`config.mk`:
```
export PLATFORM = sky130hd
export DESIGN_NAME = pipe_add_sub
export DESIGN_NICKNAME = d
export VERILOG_FILES = /design/src/rtl/adder_pkg.sv /design/src/rtl/adder_slice.sv /design/src/rtl/pipe_add_sub.sv
export SDC_FILE = /design/constraint.sdc
export NUM_CORES = 1
export LEC_CHECK = 0
export ABC_AREA = 0
export CAP_MARGIN = 25
export CORE_ASPECT_RATIO = 2
export CORE_MARGIN = 5
export CORE_UTILIZATION = 40
export CTS_BUF_LIST = sky130_fd_sc_hd__clkbuf_8
export DETAILED_ROUTE_END_ITERATION = 16
export GPL_TIMING_DRIVEN = 0
export PLACE_DENSITY = 0.66
export SYNTH_ARGS = -nofsm -noshare
export SYNTH_HDL_FRONTEND = slang
export SYNTH_HIERARCHICAL = 1
export SYNTH_SLANG_ARGS = --single-unit
```
`constraint.sdc`:
```
create_clock -name clk -period 4.6 [get_ports clk]
set_clock_uncertainty 0.05 [all_clocks]
set_input_delay 0.92 -clock clk [delete_from_list [all_inputs] [get_ports clk]]
set_output_delay 0.92 -clock clk [all_outputs]
set_load 0.01 [all_outputs]
```
`src/rtl/adder_pkg.sv`:
```
// Shared operation encoding and saturation limits for the pipelined adder.
package adder_pkg;

  typedef enum logic [1:0] {
    OP_ADD    = 2'd0,
    OP_SUB    = 2'd1,
    OP_ADDC   = 2'd2,
    OP_SATADD = 2'd3
  } op_e;

  // Largest positive two's-complement value of a w-bit word, as a bit pattern.
  function automatic logic [63:0] sat_max(input int w);
    return (64'd1 << (w - 1)) - 64'd1;
  endfunction

  // Most negative two's-complement value of a w-bit word, as a bit pattern.
  function automatic logic [63:0] sat_min(input int w);
    return 64'd1 << (w - 1);
  endfunction

endpackage

```
`src/rtl/adder_slice.sv`:
```
// Combinational n-bit ripple slice; also exposes the carry into its top bit
// so the final slice can derive signed overflow.
module adder_slice #(
  parameter int N = 4
) (
  input  logic [N-1:0] a,
  input  logic [N-1:0] b,
  input  logic         cin,
  output logic [N-1:0] sum,
  output logic         cout,
  output logic         ctop
);

  localparam int N1 = N + 1;

  logic [N:0] full;

  assign full        = {1'b0, a} + {1'b0, b} + N1'(cin);
  assign {cout, sum} = full;

  generate
    if (N == 1) begin : g_one
      assign ctop = cin;
    end else begin : g_many
      logic [N-1:0] low;
      assign low  = {1'b0, a[N-2:0]} + {1'b0, b[N-2:0]} + N'(cin);
      assign ctop = low[N-1];
    end
  endgenerate

endmodule

```
`src/rtl/pipe_add_sub.sv`:
```
// Valid/ready pipelined add/subtract: each stage adds one W/STAGES-bit slice
// and hands its carry to the next; saturation is applied at the output.
module pipe_add_sub
  import adder_pkg::*;
#(
  parameter int W      = 8,
  parameter int STAGES = 2
) (
  input  logic         clk,
  input  logic         rst,
  input  logic         in_valid,
  output logic         in_ready,
  input  logic [1:0]   op,
  input  logic [W-1:0] x,
  input  logic [W-1:0] y,
  input  logic         cin,
  output logic         out_valid,
  input  logic         out_ready,
  output logic [W-1:0] z,
  output logic         carry,
  output logic         ovf
);

  generate
    if (STAGES < 1 || (W % STAGES) != 0) begin : g_bad_params
      $error("pipe_add_sub: W must be a multiple of STAGES and STAGES >= 1");
    end
  endgenerate

  localparam int SW   = W / STAGES;
  localparam int LAST = STAGES - 1;
  localparam logic [W-1:0] SLICE_MASK = W'({SW{1'b1}});
  localparam logic [W-1:0] Z_MAX      = W'(sat_max(W));
  localparam logic [W-1:0] Z_MIN      = W'(sat_min(W));

  logic [STAGES-1:0] vld_reg;
  op_e               op_reg [STAGES];
  logic [W-1:0]      x_reg  [STAGES];
  logic [W-1:0]      y_reg  [STAGES];
  logic [W-1:0]      z_reg  [STAGES];
  logic              c_reg  [STAGES];
  logic              ct_reg [STAGES];

  logic [STAGES-1:0] adv;
  logic [STAGES-1:0] load;
  op_e               op_s   [STAGES];
  logic [W-1:0]      x_s    [STAGES];
  logic [W-1:0]      y_s    [STAGES];
  logic [W-1:0]      z_s    [STAGES];
  logic              c_s    [STAGES];
  logic [W-1:0]      z_next [STAGES];
  logic [SW-1:0]     sum    [STAGES];
  logic              co     [STAGES];
  logic              ct     [STAGES];

  op_e op_in;
  assign op_in = op_e'(op);

  genvar gi;
  generate
    for (gi = 0; gi < STAGES; gi++) begin : g_stage
      if (gi == 0) begin : g_src_in
        // Subtraction is folded into the first stage as x + ~y + 1.
        assign op_s[gi] = op_in;
        assign x_s[gi]  = x;
        assign y_s[gi]  = (op_in == OP_SUB) ? ~y : y;
        assign z_s[gi]  = '0;
        assign c_s[gi]  = (op_in == OP_SUB) ? 1'b1 : ((op_in == OP_ADDC) ? cin : 1'b0);
        assign load[gi] = in_valid && in_ready;
      end else begin : g_src_prev
        assign op_s[gi] = op_reg[gi-1];
        assign x_s[gi]  = x_reg[gi-1];
        assign y_s[gi]  = y_reg[gi-1];
        assign z_s[gi]  = z_reg[gi-1];
        assign c_s[gi]  = c_reg[gi-1];
        assign load[gi] = adv[gi-1];
      end

      // A stage moves on if any later stage is empty or the output is consumed;
      // written flat so no stage's advance depends on another's.
      if (gi == LAST) begin : g_adv_last
        assign adv[gi] = vld_reg[gi] && out_ready;
      end else begin : g_adv_mid
        assign adv[gi] = vld_reg[gi] && (out_ready || !(&vld_reg[LAST:gi+1]));
      end

      adder_slice #(.N(SW)) u_slice (
        .a    (x_s[gi][gi*SW +: SW]),
        .b    (y_s[gi][gi*SW +: SW]),
        .cin  (c_s[gi]),
        .sum  (sum[gi]),
        .cout (co[gi]),
        .ctop (ct[gi])
      );

      assign z_next[gi] = (z_s[gi] & ~(SLICE_MASK << (gi * SW))) | (W'(sum[gi]) << (gi * SW));
    end
  endgenerate

  always_ff @(posedge clk or posedge rst) begin
    if (rst) begin
      vld_reg <= '0;
      for (int k = 0; k < STAGES; k++) begin
        op_reg[k] <= OP_ADD;
        x_reg[k]  <= '0;
        y_reg[k]  <= '0;
        z_reg[k]  <= '0;
        c_reg[k]  <= 1'b0;
        ct_reg[k] <= 1'b0;
      end
    end else begin
      for (int k = 0; k < STAGES; k++) begin
        if (load[k]) begin
          vld_reg[k] <= 1'b1;
          op_reg[k]  <= op_s[k];
          x_reg[k]   <= x_s[k];
          y_reg[k]   <= y_s[k];
          z_reg[k]   <= z_next[k];
          c_reg[k]   <= co[k];
          ct_reg[k]  <= ct[k];
        end else if (adv[k]) begin
          vld_reg[k] <= 1'b0;
        end
      end
    end
  end

  assign in_ready  = !vld_reg[0] || adv[0];
  assign out_valid = vld_reg[LAST];
  assign carry     = c_reg[LAST];
  assign ovf       = c_reg[LAST] ^ ct_reg[LAST];
  // On overflow both operands share a sign, so x's sign picks the clamp.
  assign z = (op_reg[LAST] == OP_SATADD && ovf) ? (x_reg[LAST][W-1] ? Z_MIN : Z_MAX)
                                                 : z_reg[LAST];

endmodule

```
* After elaboration in Yosys (flattened, before gate mapping)
Index checks and enable logic that the tools add are counted.
** Operators by class
- Muxes and demuxes :: 9
- Order comparisons :: 0
- Bitwise logic cells :: 3
- Shift-type cells :: 0
- Equal/unequal tests :: 3
- Add/sub/neg operators :: 6
- Reductions and logical operators :: 10
- Divide/modulo/power cells :: 0
- Multiply operators :: 0
** Operator list (number)
- 8-bit 2-to-1 mux :: 3
- 4-bit by 4-bit adder with 5-bit output :: 2
- 5-bit by 1-bit adder with 5-bit output :: 2
- 8-bit inverter :: 1
- 4-bit by 8-bit bitwise OR with 8-bit output :: 1
- 1-bit 2-to-1 mux :: 6
- 3-bit by 3-bit adder with 4-bit output :: 1
- 4-bit by 1-bit adder with 4-bit output :: 1
- 2-bit equality test, second input constant :: 2
- 1-bit logical AND :: 4
- 2-bit nonzero test :: 2
- 2-bit by 1-bit equality test with 1-bit output, second input constant :: 1
- 1-bit zero test :: 2
- 1-bit logical OR :: 2
- 1-bit XOR :: 1
** Storage, ports and cells
- ROM bits :: 0
- Memories kept :: 0
- Memory bits (writable) :: 0
- Register bits :: 45
- Logic and storage cells :: 43
- Input port bits :: 23
- Latch bits :: 0

* Longest topological paths before layout
Gate-level depths: netlist of the first run.
- Depth after elaboration :: 6
- Gate-level depth with buffers :: 10
- Depth with buffers taken out :: 9

* Modules after synthesis
Netlist of the first run, hierarchy kept.
** Modules (own cells, without submodules)
- pipe_add_sub :: area each 1351.3 um2, cells an instance 92, times used 1, sequential area each 750.7 um2
- adder_slice at g_stage[0].u_slice :: area each 156.4 um2, cells an instance 20, times used 1, sequential area each 0.0 um2
- adder_slice at g_stage[1].u_slice :: area each 155.1 um2, cells an instance 20, times used 1, sequential area each 0.0 um2

* Worst setup path after synthesis of the first run
No wires, ideal clock.
- Path kind :: input to register
- Start point :: input port op[1]
- End point :: register z_reg[10] (netlist bit)
- Stages on the path :: 8
- Library setup time :: 125 ps
- Path slack :: 1812 ps
- Arrival :: 2614 ps
- Data required time :: 4425 ps
- Path through :: nand2b_1 -> buf_4 -> xnor2_1 -> inv_1 -> fa_1 -> fa_1 -> xnor2_1 -> mux2_2
** RTL lines
- start, declared :: RTL line pipe_add_sub.sv:13 : input logic [1:0] op,
- end signal, assigned by index :: RTL line pipe_add_sub.sv:118 : z_reg[k] <= z_next[k];
- end, declared :: RTL line pipe_add_sub.sv:40 : logic [W-1:0] z_reg [STAGES];

==> results of run 1 <==
critical path: stages:
cell,delay (ps)
clkdlybuf4s50_1,500
nand2b_1,110
buf_4,190
xnor2_1,130
inv_1,70
fa_1,450
fa_1,430
xnor2_1,150
mux2_2,260
routing by layer:
| metal | global-route usage [%] | share of wire, % | vias up |
|---|---|---|---|
| li1 | - | - | 513 |
| met1 | 10.6 | 34 | 516 |
| met2 | 23.0 | 60 | 21 |
| met3 | 3.06 | 3.6 | 6 |
| met4 | 8.05 | 3.0 | 0 |
| met5 | 0 | 0 | - |
power groups by stage:
stage | combinational (mW) | clock [mW] | sequential, mW
floorplan | 0.278 | 0 | 0.390
global placement | 0.458 | 0 | 0.399
detailed placement | 0.471 | 0 | 0.407
CTS | 0.474 | 0.214 | 0.402
global route | 0.505 | 0.222 | 0.411
finish | 0.462 | 0.205 | 0.400
layout make-up:
| class | instances | share of cell area (%) |
|---|---|---|
| Tap cell | 52 | 2.99 |
| Buffer | 4 | 1.90 |
| Clock buffer | 6 | 3.79 |
| Timing Repair Buffer | 35 | 16.9 |
| Multi-Input combinational cell | 82 | 37.2 |
| Sequential cell | 30 | 34.5 |
| Inverter | 16 | 2.76 |
how the worst max path moves through the flow:
stage / from / endpoint / slack (ps)
6_report: op[1] / z_reg[10]$_DFFE_PP0P_ / 1490
5_1_grt: op[1] / c_reg[1]$_DFFE_PP0P_ / 1410
4_1_cts: op[1] / z_reg[10]$_DFFE_PP0P_ / 1490
3_5_place_dp: op[1] / z_reg[10]$_DFFE_PP0P_ / 1190
3_3_place_gp: op[1] / z_reg[10]$_DFFE_PP0P_ / 1260
2_1_floorplan: op[1] / z_reg[10]$_DFFE_PP0P_ / 1810
layout by cell type (no fill, tap or decap), drive strengths merged:
| cell type | Yosys | layout |
|---|---|---|
| and3 | 1 | 1 |
| o21a | 7 | 7 |
| xor2 | 3 | 3 |
| ha | 6 | 6 |
| clkbuf | 0 | 6 |
| buf | 4 | 5 |
| a21oi | 2 | 2 |
| inv | 16 | 16 |
| clkdlybuf4s50 | 0 | 34 |
| nand2 | 5 | 5 |
| o21ai | 4 | 4 |
| nand2b | 6 | 6 |
| mux2 | 28 | 28 |
| nand3b | 3 | 3 |
| fa | 4 | 4 |
| nor2b | 2 | 2 |
| xnor2 | 10 | 10 |
| nand4 | 1 | 1 |
| dfrtp | 30 | 30 |
cells by family (layout without fill, tap and decap cells):
family,Yosys count,count (layout),share of synthesized area [%]
compound gates,13,13,5.19
xor+xnor,13,13,7.30
fa+ha+maj,10,10,9.33
buf+inv,20,61,6.09
flops,30,30,45.1
mux,28,28,19.0
simple gates,18,18,7.98
==> impl_metrics.yaml, run 1 <==
power_and_ir_drop:
  total_power_mw: 1.07
  p_sw_share_pct: 30.1
  clockPowerShare_pct: 19.2
  power_density_mw_per_mm2: 490
  pwr-share-seq_pct: 37.5
  p_sw_uw: 321
  ir_drop_v: 0.000242
  power.leakage_nw: 0.968
  power_frac_comb_pct: 43.3
  p_int_uw: 746
sta:
  maxSlewViolCount: 0
  worstMarginPinSlew_ps: 433
  setup_viol: 0
  finalHoldViolations: 0
  grt_setup_unrepaired: "no"
  whs_ps: 457
  finalCriticalPeriod_ps: 3110
  fin_setup_tns_ps: 0
  slew_headroom_pct: 71.1
  setup_ws_ps: 1490
  fin_crit_sh_pct: 67.5
  max_freq_mhz: 322
die:
  core.rowCount: 33
  dieHeight_um: 101
  dieArea_mm2: 0.00562
  coreArea_mm2: 0.00405
  ioPinCount: 35
  initial_core_util_pct: 41.1
  die_x_um: 55.6
placement:
  hpwlAfterDp_um: 2500
  globalplace.congestion: 0.817
  dp_cells: 219
  numPortBuffers: 34
  place_ws_ps: 1190
  post_dp_cell_area_mm2: 0.00210
finish:
  seq_area_um2: 751
  instances_no_fill: 225
  final_cell_area_mm2: 0.00218
  largest_register_ffs: 12
  nets: 207
  multi_input_area_um2: 811
  area_growth_pct: 31.0
  drive_gt1_share_pct: 26.0
  fin_util_pct: 53.8
  n_antenna_cell: 0
  nFillCells: 395
cts:
  cts_made_buffers: 5
  hold_buffers: 0
  post_cts.repair.setup_buffers: 0
  cts_resized: 0
  path_clk_slew_ps: 60
  htreeDepth: 2
  clkSinkCount: 30
  cts_tree: "done"
  clock-root-buffer: "clkbuf_8"
  clkLatencyLatePin_ps: 270
  cts_buffer_depth: 2
global_route:
  antenna_found_initial: 0
  grt_use_total_pct: 12.0
  grt_pass1_vias: 1194
  gr-total-overflow: 0
  grt_pass1_wl_um: 5240
  grt_max_degree: 23
synth:
  postSynthCellCount: 132
  yosysTopAreaCell: "dfrtp_1"
  synth-edff-count: 0
  ys_seq_area_share_pct: 45.1
  async_reset_ff_share_pct: 100
  yosysTopAreaCellShare_pct: 45.1
  synthTopCellsByArea: "dfrtp_1 45%, mux2_2 19%, xnor2_1 5.3%"
  syn-cell-area_mm2: 0.00166
  synth_common_cells: "30 x dfrtp_1, 28 x mux2_2, 16 x inv_1, 10 x xnor2_1, 7 x o21a_1"
  synth_ff_type: "dfrtp_1"
  synth_most_common_cell: "dfrtp_1"
  yosys_warnings: 6
  synth_cell_types: 23
  ys_seq_elements: 30
  syn_area_per_cell_um2: 12.6
  syn_nets: 165
worst_setup_path:
  r2r_end: "z_reg[6]$_DFFE_PP0P_"
  r2r_start: "x_reg[12]$_DFFE_PP0P_"
  cp.required_ps: 4710
  end_kind: "flip-flop"
  crit_fanout: 9
  path_class: "input port to flip-flop"
  r2r_cells: 5
  startpoint_type: "input port"
  r2r_slack_ps: 2770
  arrival_ps: 3220
detailed_routing:
  drt-wirelength-per-cell_um: 13.4
  via_count: 1056
  drtIter0Drc: 8
  drt_wl_total_um: 3010
  firstDrtPassIters: 4
  drc: 0
  routed_via_density: 4.69
  drtAntennaViolNets: 0
hold_path:
  min_delay_worst_endpoint: "x_reg[12]$_DFFE_PP0P_"
  hold-path-cell-count: 1
  hold_start: "x_reg[12]$_DFFE_PP0P_"
  hold_path_class: "flip-flop to flip-flop"
job:
  max-cap-violations: 0
outcome:
  outcome: "complete, no violations"
No activity file was read; power rests on OpenSTA's default activity.
==> inputs of run 2 (changes only) <==
--- a/config.mk
+++ b/config.mk
@@ -13,7 +13,7 @@
 export CTS_BUF_LIST = sky130_fd_sc_hd__clkbuf_8
 export DETAILED_ROUTE_END_ITERATION = 16
 export GPL_TIMING_DRIVEN = 0
-export PLACE_DENSITY = 0.66
+export PLACE_DENSITY = 0.69
 export SYNTH_ARGS = -nofsm -noshare
 export SYNTH_HDL_FRONTEND = slang
 export SYNTH_HIERARCHICAL = 1
==> constraint.sdc (replaced) <==
create_clock -name clk -period 2.5 [get_ports clk]
set_clock_uncertainty 0.05 [all_clocks]
set_input_delay 0.5 -clock clk [delete_from_list [all_inputs] [get_ports clk]]
set_output_delay 0.5 -clock clk [all_outputs]
set_load 0.01 [all_outputs]
==> impl_metrics.yaml, run 2 (synthesis gave the netlist of run 1 again) <==
sta:
  finalHoldViolations: 0
  finalCriticalPeriod_ps: 2330
  fin_crit_sh_pct: 93.1
  max_freq_mhz: 430
  grt_setup_unrepaired: "no"
  maxSlewViolCount: 0
  fin_setup_tns_ps: 0
  whs_ps: 440
  worstMarginPinSlew_ps: 336
  setup_viol: 0
  slew_headroom_pct: 77.5
global_route:
  grt_max_degree: 25
  grt.met2_usage_pct: 23.3
  use_met3_pct: 2.93
  top_usage_layer: "met2"
  gr-total-overflow: 0
  grt_use_total_pct: 12.2
  antenna_found_initial: 0
  met1_usage_pct: 11.1
  grt_pass1_wl_um: 5330
  grt_pass1_vias: 1241
placement:
  hpwlAfterDp_um: 2510
  post_dp_cell_area_mm2: 0.00210
  numPortBuffers: 34
  globalplace.congestion: 0.787
power_and_ir_drop:
  power.leakage_nw: 1.08
  power_density_mw_per_mm2: 899
  ir_drop_v: 0.000456
cts:
  cts_tree: "done"
  cts_buffer_depth: 2
  path_clk_slew_ps: 60
  clock-root-buffer: "clkbuf_8"
  clkSinkCount: 30
  htreeDepth: 2
  hold_buffers: 0
  clkLatencyLatePin_ps: 280
  cts_made_buffers: 5
hold_path:
  hold_path_class: "input port to asynchronous set/reset pin"
worst_setup_path:
  startpoint_type: "input port"
  slowest_stage: "fa_2"
  end_kind: "flip-flop"
  crit_fanout: 4
  cp_slowest_stage_delay_ps: 520
  path_cells: "dlygate4sd2_1 > nand2b_4 > buf_6 > buf_4 > nand2_1 > inv_1 > fa_2 > fa_2 > inv_1 > mux2_2"
  path_class: "input port to flip-flop"
  cp.required_ps: 2610
  cp.buffers_inverters: 5
  arrival_ps: 2430
  cpLargestDelayFamily: "adder cells"
finish:
  drive_gt1_share_pct: 29.8
  final_common_cell: "dfrtp_1"
  nFillCells: 381
  largest_register_ffs: 12
  mostFrequentLayoutCells: "30 x dfrtp_1, 28 x mux2_2, 24 x clkdlybuf4s50_1"
  n_antenna_cell: 0
  final_cell_area_mm2: 0.00226
  area_growth_pct: 36.0
  fin_util_pct: 55.9
  nets: 210
die:
  dieArea_mm2: 0.00562
  dieHeight_um: 101
  coreArea_mm2: 0.00405
  initial_core_util_pct: 41.1
  core.rowCount: 33
  die_x_um: 55.6
  ioPinCount: 35
detailed_routing:
  drt-wirelength-per-cell_um: 13.3
  drtAntennaViolNets: 0
  drt_wl_total_um: 3060
  routed_via_density: 4.67
  via_count: 1073
  drc: 0
  drtIter0Drc: 13
  firstDrtPassIters: 4
outcome:
  outcome: "complete, no violations"
job:
  max-cap-violations: 0
run 2: per-stage QoR:
stage	std cells	setup slack (ps)	power [mW]
final	230	173	2.03
after global routing	230	113	2.18
after CTS	230	18.5	2.10
after detailed placement	219	-504	1.62
after global placement	218	-422	1.58
after floorplan	132	132	1.23
run 2: path summary, 6_finish.rpt:
check	depth (start not counted)	slack [ps]	from	end
max reg2reg	5	680	x_reg[12]$_DFFE_PP0P_	z_reg[6]$_DFFE_PP0P_
max	10	170	op[1]	z_reg[9]$_DFFE_PP0P_
min in group clk	1	460	x_reg[12]$_DFFE_PP0P_	x_reg[12]$_DFFE_PP0P_
min reg2reg	1	460	x_reg[12]$_DFFE_PP0P_	x_reg[12]$_DFFE_PP0P_
min	2	440	rst	z_reg[10]$_DFFE_PP0P_
max in group asynchronous	3	1540	rst	y_reg[15]$_DFFE_PP0P_
run 2: layer usage:
layer | up-vias | share of wire, % | wire, um
li1 | 521 | - | -
met1 | 530 | 34 | 1030
met2 | 20 | 61 | 1880
met3 | 2 | 2.8 | 86
met4 | 0 | 2.0 | 61
met5 | - | 0 | 0
run 2: where the power goes:
group | internal [mW] | total (mW) | switching, mW | leakage (nW)
clock | 0.293 | 0.468 | 0.175 | 0.0579
sequential | 0.637 | 0.732 | 0.0945 | 0.350
combinational | 0.504 | 0.833 | 0.330 | 0.669
run 2: layout make-up:
class                           instances  area (um2)  share of cell area, %
Buffer                                  4        45.0                   1.99
Clock buffer                            5        68.8                   3.04
Clock inverter                          3        40.0                   1.77
Inverter                               16        60.1                   2.66
Multi-Input combinational cell         82         823                   36.4
Sequential cell                        30         751                   33.2
Tap cell                               52        65.1                   2.88
Timing Repair Buffer                   38         408                   18.0
run 2: repair_timing:
item	CTS	global route
buffers inserted	3	0
endpoints found under the setup margin	3	8
resized for setup	6	8
pin swaps	1	0
